$ cat src/rtl/fetch_pkg.sv
// rtl/fetch_pkg.sv - shared types and constants for the instruction fetch unit
package fetch_pkg;

    // Fetch FSM states, 2-bit encoding
    typedef enum logic [1:0] {
        ST_IDLE  = 2'b00,
        ST_FETCH = 2'b01,
        ST_HALT  = 2'b10
    } fetch_state_e;

    // addi $0,$0,0 filler word; stops fetch when FETCH_HALT_EN is defined
    localparam logic [31:0] HALT_WORD = 32'h2000_0000;

    // Instruction field bit positions
    localparam int OPC_HI = 31;
    localparam int OPC_LO = 26;
    localparam int RS_HI  = 25;
    localparam int RS_LO  = 21;
    localparam int RT_HI  = 20;
    localparam int RT_LO  = 16;
    localparam int RD_HI  = 15;
    localparam int RD_LO  = 11;
    localparam int SH_HI  = 10;
    localparam int SH_LO  = 6;
    localparam int FN_HI  = 5;
    localparam int FN_LO  = 0;
    localparam int IMM_HI = 15;
    localparam int IMM_LO = 0;

    // Opcodes seen in the fetch stream
    localparam logic [5:0] OPC_RTYPE = 6'h00;
    localparam logic [5:0] OPC_ADDI  = 6'h08;

    function automatic logic [31:0] sext16(input logic [15:0] v);
        return {{16{v[15]}}, v};
    endfunction

endpackage

$ cat src/rtl/instr_field_decode.sv
// rtl/instr_field_decode.sv - combinational split of an instruction word into fields
//
// Ports:
//   instr     in  32  instruction word
//   opcode    out 6   instr[31:26]
//   rs        out 5   instr[25:21]
//   rt        out 5   instr[20:16]
//   rd        out 5   instr[15:11]
//   shamt     out 5   instr[10:6]
//   funct     out 6   instr[5:0]
//   imm_sext  out 32  instr[15:0] sign-extended
module instr_field_decode
    import fetch_pkg::*;
(
    input  logic [31:0] instr,
    output logic [5:0]  opcode,
    output logic [4:0]  rs,
    output logic [4:0]  rt,
    output logic [4:0]  rd,
    output logic [4:0]  shamt,
    output logic [5:0]  funct,
    output logic [31:0] imm_sext
);

    assign opcode   = instr[OPC_HI:OPC_LO];
    assign rs       = instr[RS_HI:RS_LO];
    assign rt       = instr[RT_HI:RT_LO];
    assign rd       = instr[RD_HI:RD_LO];
    assign shamt    = instr[SH_HI:SH_LO];
    assign funct    = instr[FN_HI:FN_LO];
    assign imm_sext = sext16(instr[IMM_HI:IMM_LO]);

endmodule

$ cat src/rtl/instr_fetch_unit.sv
// rtl/instr_fetch_unit.sv - PC register, instruction memory read and valid/ready hand-off to decode
//
// Optional feature macro: FETCH_HALT_EN (stop fetching on HALT_WORD).
//
// Ports:
//   clk, rst        clock (rising edge), asynchronous active-high reset
//   start           leave IDLE and begin fetching
//   imem_addr       word address to instruction memory (the pc register)
//   imem_rd         combinational memory read data for imem_addr
//   redirect_valid  load redirect_addr into pc, discard pending word
//   redirect_addr   redirect target word address
//   out_valid       instr_out/pc_out hold a fetched word
//   out_ready       decode accepts the word when out_valid && out_ready
//   instr_out       registered instruction word
//   pc_out          address instr_out was fetched from
//   opcode..funct   fields of instr_out
//   imm_sext        instr_out[15:0] sign-extended
//   halted          fetch stopped on HALT_WORD
module instr_fetch_unit
    import fetch_pkg::*;
#(
    parameter int                ADDR_W   = 8,
    parameter int                DATA_W   = 32,
    parameter logic [ADDR_W-1:0] RESET_PC = '0
) (
    input  logic              clk,
    input  logic              rst,
    input  logic              start,
    output logic [ADDR_W-1:0] imem_addr,
    input  logic [DATA_W-1:0] imem_rd,
    input  logic              redirect_valid,
    input  logic [ADDR_W-1:0] redirect_addr,
    output logic              out_valid,
    input  logic              out_ready,
    output logic [DATA_W-1:0] instr_out,
    output logic [ADDR_W-1:0] pc_out,
    output logic [5:0]        opcode,
    output logic [4:0]        rs,
    output logic [4:0]        rt,
    output logic [4:0]        rd,
    output logic [4:0]        shamt,
    output logic [5:0]        funct,
    output logic [31:0]       imm_sext,
    output logic              halted
);

    fetch_state_e      state, state_nxt;
    logic [ADDR_W-1:0] pc, pc_nxt;
    logic [ADDR_W-1:0] pc_out_nxt;
    logic [DATA_W-1:0] instr_nxt;
    logic              valid_nxt;
    logic              halted_nxt;
    logic              cap;

    // A new word may be captured when the output slot is empty or being drained
    assign cap = !out_valid || out_ready;

    always_ff @(posedge clk or posedge rst) begin
        if (rst) begin
            state     <= ST_IDLE;
            pc        <= RESET_PC;
            out_valid <= 1'b0;
            instr_out <= '0;
            pc_out    <= '0;
            halted    <= 1'b0;
        end else begin
            state     <= state_nxt;
            pc        <= pc_nxt;
            out_valid <= valid_nxt;
            instr_out <= instr_nxt;
            pc_out    <= pc_out_nxt;
            halted    <= halted_nxt;
        end
    end

    always_comb begin
        state_nxt  = state;
        pc_nxt     = pc;
        valid_nxt  = out_valid;
        instr_nxt  = instr_out;
        pc_out_nxt = pc_out;
        halted_nxt = halted;
        case (state)
            ST_IDLE: begin
                if (start) begin
                    state_nxt = ST_FETCH;
                end
            end
            ST_FETCH: begin
                // Redirect beats capture: the held word is dropped even if accepted now
                if (redirect_valid) begin
                    pc_nxt     = redirect_addr;
                    valid_nxt  = 1'b0;
                    halted_nxt = 1'b0;
                end else if (cap) begin
`ifdef FETCH_HALT_EN
                    if (imem_rd == DATA_W'(HALT_WORD)) begin
                        // pc stays on the halt address so a later dump shows where fetch stopped
                        valid_nxt  = 1'b0;
                        halted_nxt = 1'b1;
                        state_nxt  = ST_HALT;
                    end else begin
                        instr_nxt  = imem_rd;
                        pc_out_nxt = pc;
                        valid_nxt  = 1'b1;
                        pc_nxt     = pc + ADDR_W'(1);
                    end
`else
                    instr_nxt  = imem_rd;
                    pc_out_nxt = pc;
                    valid_nxt  = 1'b1;
                    pc_nxt     = pc + ADDR_W'(1);
`endif
                end
            end
            ST_HALT: begin
                if (redirect_valid) begin
                    pc_nxt     = redirect_addr;
                    valid_nxt  = 1'b0;
                    halted_nxt = 1'b0;
                    state_nxt  = ST_FETCH;
                end
            end
            default: begin
                state_nxt = ST_IDLE;
            end
        endcase
    end

    assign imem_addr = pc;

    instr_field_decode u_decode (
        .instr    (instr_out[31:0]),
        .opcode   (opcode),
        .rs       (rs),
        .rt       (rt),
        .rd       (rd),
        .shamt    (shamt),
        .funct    (funct),
        .imm_sext (imm_sext)
    );

endmodule

$ cat config.mk
export PLATFORM = sky130hd
export DESIGN_NAME = instr_fetch_unit
export DESIGN_NICKNAME = d
export VERILOG_FILES = /design/src/rtl/fetch_pkg.sv /design/src/rtl/instr_field_decode.sv /design/src/rtl/instr_fetch_unit.sv
export SDC_FILE = /design/constraint.sdc
export NUM_CORES = 1
export LEC_CHECK = 0
export CAP_MARGIN = 20
export CORE_MARGIN = 3
export CORE_UTILIZATION = 38
export CTS_CLUSTER_SIZE = 40
export DETAILED_ROUTE_END_ITERATION = 16
export HOLD_SLACK_MARGIN = 0.15
export PLACE_DENSITY = 0.92
export SYNTH_ARGS = -nofsm -noshare
export SYNTH_HDL_FRONTEND = slang
export SYNTH_SLANG_ARGS = --single-unit
$ cat constraint.sdc
create_clock -name clk -period 1.64 [get_ports clk]
set_input_delay 0.246 -clock clk [delete_from_list [all_inputs] [get_ports clk]]
set_output_delay 0.246 -clock clk [all_outputs]
set_load 0.05 [all_outputs]
# == Word-level counts from Yosys, hierarchy flattened ==
# Index checks and enable logic that the tools add are counted.
# totals
regBits,51
latch_bits,0
ram_bits,0
romBits,0
input_bits,45
out_inout_bits,114
word_cells,31
memories,0
# op_classes
n_addsub,1
mul,0
n_div,0
order_cmp,0
n_eq_ne,5
n_shift,0
mux,11
bitwise_logic,2
reduce_logical,7
# op_table
op,n
8-bit two-way mux,3
8-bit one-hot mux with 2 select lines,1
3-bit AND reduction,3
"8-bit by 1-bit adder with 8-bit output, second input constant",1
2-bit one-hot mux with 3 select lines,1
2-bit two-way mux,2
"2-bit != test, second input constant",2
1-bit two-way mux,3
"3-bit != test, second input constant",1
"2-bit by 1-bit equality test with 1-bit output, second input constant",1
"2-bit equality test, second input constant",1
2-bit logical NOT,1
1-bit inverter,2
1-bit one-hot mux with 2 select lines,1
2-bit nonzero test,1
1-bit logical NOT,1
1-bit logical OR,1

# == Longest topological paths before layout ==
# depth
ltp_word,5
depth_mapped,5
depth_no_buf,5

# == Cells and area by module ==
# Synthesis repeated with hierarchy kept, for this count alone.
# unflattened
cells_unflattened,216
area_unflattened_um2,2718.9
# by_module_without_submodules
module,instances,cells_per_inst,area_each_um2,seq_area_each_um2
instr_fetch_unit,1,152,2238.4,1251.2
instr_field_decode,1,64,480.5,0.0

# == Worst setup path after synthesis ==
# OpenSTA, ideal clock, no wires.
# synth_timing
path_type,flip-flop to flip-flop
start,reg out_valid
end,reg instr_out[15]
setup_time_ns,0.126
arrival_time_ns,1.505
required_ns,1.514
setup_slack_ns,0.009
stages_incl_launch_ff,6
n_path_buf,2
period_less_slack_ns,1.631
cell_sequence,dfrtp_1 nand2b_1 and3b_1 buf_2 buf_6 mux2_4
# synth_between
elab_chain_len,3
# synth_rtl
element,line,source
"start, declared",instr_fetch_unit.sv:33,"output logic out_valid,"
"start signal, assigned",instr_fetch_unit.sv:69,out_valid <= valid_nxt;
1-bit logical NOT,instr_fetch_unit.sv:56,assign cap = !out_valid || out_ready;
1-bit logical OR,instr_fetch_unit.sv:56,
3-bit AND reduction (no source line),n/a,
"end signal, assigned",instr_fetch_unit.sv:70,instr_out <= instr_nxt;
"end, declared",instr_fetch_unit.sv:35,"output logic [DATA_W-1:0] instr_out,"
# No other way between the ends.
# A chain may end at the register's enable or synchronous reset.

# == Worst setup path after layout ==
# layout_timing
start,reg pc[0] (netlist: imem_addr[0])
end,reg pc[7] (netlist: imem_addr[7])
# layout_between
elab_chain_len,4
# layout_rtl
element,line,source
"start, declared",instr_fetch_unit.sv:48,"logic [ADDR_W-1:0] pc, pc_nxt;"
"start signal, assigned",instr_fetch_unit.sv:68,pc <= pc_nxt;
8-bit by 1-bit adder with 8-bit output,instr_fetch_unit.sv:112,pc_nxt = pc + ADDR_W'(1);
8-bit two-way mux,instr_fetch_unit.sv:95,end else if (cap) begin
8-bit two-way mux,instr_fetch_unit.sv:91,if (redirect_valid) begin
8-bit one-hot mux with 2 select lines,instr_fetch_unit.sv:83,case (state)
# No other way between the ends. The select of a mux whose other input is x is not followed.

==> results.cfg <==
[worst_setup_path]
worstPathRequired_ns = 1.82
r2r-end = imem_addr[7]
max_stage_delay_ns = 0.52
critPathSlowestCell = dfrtp_1
crit_type = register to register
reg2reg_depth = 4
crit_buf_inv = 0
crit_fanout = 7
path_delay_family = flip-flops
r2r_setup_slack_ns = 0.18
startpoint = imem_addr[0]
cp-end-kind = register
critPathArrivalTime_ns = 1.64
worstPathCellList = nand3_1 -> nor2_1 -> a211oi_1 -> a2111oi_2
startpoint_type = register
r2r_start = imem_addr[0]

[yosys]
synth-seq-cells = 50
ys_seq_area_share_pct = 46.02
syn_nets = 262
ys_top_cells_by_area = dfrtp_1 (46%), mux2_4 (22%), buf_4 (18%)
synth_top_area_cell = dfrtp_1
synth-async-reset-ratio_pct = 100.0
ys_warn_count = 0
ys_dominant_reg_cell = dfrtp_1
syn_avg_cell_area_sq_um = 12.59
synth_cell_types = 31
synth-edff-count = 0
syn_inst = 216
synthesis.area_sq_um = 2719
synth_top_area_share_pct = 46.02

[cells_and_area]
fin_area_sq_um = 4064
ff_latch_area_sq_um = 1251
fin_util_pct = 59.16
nFillCells = 552
drive_gt1_share_pct = 54.89
area_growth_pct = 49.47
fin_nets = 363
antennaDiodeCount = 0
multi_input_area_sq_um = 900.9
final_cell_mix = buf_4 (99), dfrtp_1 (50), clkdlybuf4s50_1 (44)
final_common_cell = buf_4

[timing]
rsz0062_at_grt = false
setup_viol = 0
fin_crit_ns = 1.456
fmax_mhz = 686.7
whs_ns = 0.3189
final-max-slew-violation-count = 0
fin_ws_ns = 0.1838
hold_viol = 0
fin_worst_skew_ns = 0.003221
fin_crit_sh_pct = 88.79

[cts]
clk_latency_ns = 0.29
cts_tree = yes
cts_root_buf = clkbuf_8
hold_buffers = 0
cts_resized = 0
h-tree-depth = 2
max-clock-path-buffers = 2
cts_setup_buffers = 0
clock_sinks = 50
clk_pin_slew_ns = 0.09
cts_buffers = 5

[global_route]
grtUsageTotal_pct = 15.80
grt_max_degree = 28
antenna_found_initial = 0
gr-total-overflow = 0
grt_pass1_wl_mm = 10.52
grt_pass1_vias = 1878

[placement]
dpl_worst_slack_ns = -0.1153
place_area_sq_um = 3951
place_hpwl_mm = 5.076
numPortBuffers = 157
gp_congestion = 0.7583

[hold_path]
hold_class = input port to async pin

[power_and_ir_drop]
p_leak_nw = 1.956
total_power_mw = 5.443
irDropWorstVdd_mv = 0.4851
powerDensity_nw_per_um2 = 1339

[routing]
dr.pass1.iters = 4
ant_nets = 0
finalWirelength_mm = 6.505
route.detailed.drc = 0
drt-initial-drc-count = 26
highest-signal-layer = met4
wl_met3_um = 478
wl_met2_mm = 3.548
wl_per_cell_um = 15.75
wl_met1_mm = 2.465
viasPerCell = 4.489
via_count = 1854

[floorplanning]
die_height_um = 90.59
start_util_pct = 39.58
core.rowCount = 30
dieArea_sq_um = 8206
core_area_sq_um = 6869
die_w_um = 90.59
io_pins = 159

[outcome]
outcome = completed

[run]
maxCapViolCount = 0
## per-stage QoR
step	std cells	setup TNS (ns)
finish	413	0
CTS	413	0
floorplan	216	0
detailed placement	406	-3.771
global placement	406	-2.653
global route	413	0
## worst reg2reg max path, delay by kind of cell (launching register included)
kind,cells,cell delay [ns]
flip-flops,1,0.52
AND/OR/NAND/NOR,2,0.36
AO/OA/AOI/OAI,2,0.47
## registers in the layout, indices dropped and copies added, names as in the netlist
register,cells
imem_addr,8
pc_out,8
out_valid,1
instr_out,32
state,1
## logic make-up after synthesis
kind of cell             after synthesis  share of synthesized area [%]
AO/OA/AOI/OAI                         21                          4.648
adder cells (fa/ha/maj)                1                         0.4601
buffers and inverters                 77                          20.89
flip-flops                            50                          46.02
multiplexers                          42                          22.83
other                                  1                         0.1379
AND/OR/NAND/NOR                       24                          5.017
## layout make-up
| class | instances | area share [%] |
|---|---|---|
| clock buffer | 6 | 2.032 |
| clock inverter | 1 | 0.7389 |
| inverter | 4 | 0.3695 |
| multi-input combinational | 89 | 22.17 |
| sequential | 50 | 30.79 |
| tap | 96 | 2.956 |
| timing repair buffer | 167 | 40.95 |
## routing by layer
metal	vias to the layer above	global-route usage, %
met5	-	0
met2	82	29.22
met1	906	18.34
met4	0	2.934
li1	864	-
met3	2	4.167
## worst max path at each step
stage                    endpoint  slack (ns)  cells past startpoint
finish               imem_addr[7]        0.18                      4
global route         imem_addr[4]        0.02                      5
CTS                  imem_addr[4]        0.20                      5
detailed placement  instr_out[28]       -0.12                      5
global placement    instr_out[26]       -0.08                      5
floorplan           instr_out[15]       0.009                      5
## Yosys cell counts, drive strengths merged, types with 2 or more instances
cell	instances
a21oi	5
a31oi	2
and3b	2
buf	73
dfrtp	50
inv	4
mux2	40
mux2i	2
nand2	3
nand3	4
nor2	4
nor3	2
o21ai	10
## power by group
part	internal (mW)	switching, mW
Combinational	1.08	1.87
Clock	0.489	0.397
Sequential	1.42	0.189
No activity file was read; power rests on OpenSTA's default activity.
==> edit, RTL diff (same flow settings) <==
Add a define of `FETCH_HALT_EN`.
--- a/src/rtl/instr_fetch_unit.sv
+++ b/src/rtl/instr_fetch_unit.sv
@@ -17,4 +17,6 @@
 //   imm_sext        instr_out[15:0] sign-extended
 //   halted          fetch stopped on HALT_WORD
+`define FETCH_HALT_EN
+
 module instr_fetch_unit
     import fetch_pkg::*;
Function: changed (a bounded check fails within 4 cycles, from zero or initial values and one cycle with rst high).
==> edit against the unedited design <==
The run now ends with setup timing left; area after synthesis grew 12%; sequential cell count grew 2; setup slack lost 360 ps; first-iteration DRC count grew 140%; power shrank 0.53%; clock power shrank 15%; final area grew 18%; wire length grew 34%; combinational power grew 2%; synthesized cell count grew 18%; sequential share of layout area shrank 3.5 points; die area grew 11%; critical path type unchanged; critical endpoint is now instr_out[18].
==> edit: results (changes against the unedited design) <==
* Netlist cell types at 43 (was 31)
* Crit path DAT at 2010 ps (was 1640 ps)
* Async S/R FF share, synth at 100% (unchanged)
* Deepest clock path buffer count at 2 (unchanged)
* DP HPWL at 6.30 mm (was 5.08 mm)
* DP Area at 4450 sq um (was 3950 sq um)
* Worst-path fanout max at 8 (was 7)
* Mux cell area share after synthesis at 20.2% (was 22.8%)
* Leak Pwr at 2.33 nW (was 1.96 nW)
* Buffers on Ports at 158 (was 157)
* Top post-synthesis cells by count: buf_4 (64), dfrtp_1 (52), mux2_4 (40) (was buf_4 (65), dfrtp_1 (50), mux2_4 (40))
* Layout Nets at 437 (was 363)
* Synth Area in Adders at 0.413% (was 0.460%)
* Setup TNS at -4290 ps (was 0 ps)
* Via/cell ratio at 5.05 (was 4.49)
* Worst path slowest cell: or3_4 (was dfrtp_1)
* Delay-heaviest family, CP: simple AND/OR/NAND/NOR gates (was flip-flops)
* Fill cells at 548 (was 552)
* Final worst setup slack at -173 ps (was 184 ps)
* Measured slew at the worst slew-check pin at 280 ps
* Hold crit path type: primary input to flip-flop (was primary input to async pin)
* Vias in the first global route at 2484 (was 1878)
* Max-slew violations at 0 (unchanged)
* Post-synthesis compound-gate area fraction at 6.68% (was 4.65%)
* Number of flops mapped to enable cells by yosys at 0 (unchanged)
* Clock skew at 5.81 ps (was 3.22 ps)
* H-tree Lvls at 2 (unchanged)
* Share of layout cells above drive strength 1 at 65.6% (was 54.9%)
* Post-Synth XOR/XNOR Area at 0.289% (was 0%)
* Routed len/inst at 17.8 um (was 15.8 um)
* Gr usage total at 18.4% (was 15.8%)
* Sw Pwr at 2.53 mW (was 2.46 mW)
* Gpl congestion at 0.901 (was 0.758)
* Ys flop type: dfrtp_1 (unchanged)
* Seq/Total Area, Yosys at 42.9% (was 46.0%)
* Status: complete, but fails checks (was finished clean)
* Violations in the final reports: setup timing
* Initial antenna violation count at 0 (unchanged)
* Final setup viols at 40 (was 0)
* Clock Latency Late Sink at 310 ps (was 290 ps)
* First-pass GRT wire length at 13.0 mm (was 10.5 mm)
* N_diodes at 0 (unchanged)
* Syn_nets at 300 (was 262)
* DR iter-0 viols at 63 (was 26)
* Clock slew at reported path FFs at 100 ps
* CTS buffer count at 5 (unchanged)
* Top post-synthesis cells by area: dfrtp_1 (43%), mux2_4 (20%), buf_4 (16%), buf_12 (2.6%), nor4_1 (1.7%) (was dfrtp_1 (46%), mux2_4 (22%), buf_4 (18%), o21ai_0 (1.7%), buf_6 (1.7%))
* CP peak stage delay at 410 ps (was 520 ps)
* Worst path bufs/invs at 2 (was 0)
* Largest net degree at the start of global routing at 53 (was 28)
* CTS Root Buffer Type: clkbuf_8 (unchanged)
* TritonRoute pass-1 iters at 4 (unchanged)
* Worst vdd ir at 0.000502 V (was 0.000485 V)
* DP Worst Slack at -757 ps (was -115 ps)
-- edit: final timing paths --
path                              from            end  slack, ps  depth (start not counted)
min in group asynchronous          rst   instr_out[7]        300                          3
max in group asynchronous          rst      out_valid       1080                          3
hold reg to reg              pc_out[6]      pc_out[6]        520                          1
setup / recovery              state[1]  instr_out[18]       -170                          6
setup reg to reg              state[1]  instr_out[18]       -170                          6
hold / removal             imem_rd[27]  instr_out[27]        170                          2
-- edit: logic make-up after synthesis --
family,Yosys count
xor+xnor,1
buf+inv,76
fa+ha+maj,1
flops,52
compound gates,27
mux,41
simple gates,56
-- edit: timing repair --
action | in CTS | in global routing
pin swaps | 13 | 15
endpoints found under the setup margin | 52 | 51
gates cloned | 3 | 1
gates resized for setup | 82 | 58
setup buffers | 6 | 6
-- edit: layer usage --
layer / global-route usage [%] / share of wire (%) / vias up
met3: 3.47 / 7.0 / 7
li1: - / - / 1114
met1: 21.4 / 37 / 1241
met4: 4.45 / 0.65 / 0
met2: 34.6 / 55 / 120
met5: 0 / 0 / -
-- edit: final cells by class --
cell class                      instances  area, sq um  area share, %
Clock buffer                            5         68.8           1.44
Timing Repair Buffer                  203         1940           40.6
Multi-Input combinational cell        126         1310           27.4
Sequential cell                        52         1310           27.3
Inverter                                3         11.3          0.236
Tap cell                               99          124           2.59
Clock inverter                          3         21.3          0.445
-- edit: stage by stage --
step | std cells | hold slack, ps | power [mW]
2_1_floorplan | 254 | 395 | 3.79
3_3_place_gp | 472 | 500 | 4.60
3_5_place_dp | 472 | 502 | 4.64
4_1_cts | 489 | 190 | 5.44
5_1_grt | 491 | 160 | 5.63
6_report | 491 | 172 | 5.41
-- edit: power groups by stage --
stage	combinational [mW]	clock, mW	sequential [mW]
after floorplan	1.53	0	2.26
after global placement	2.95	0	1.64
after detailed placement	2.98	0	1.66
after CTS	3.03	0.765	1.64
after global routing	3.13	0.836	1.66
final	3.02	0.752	1.64
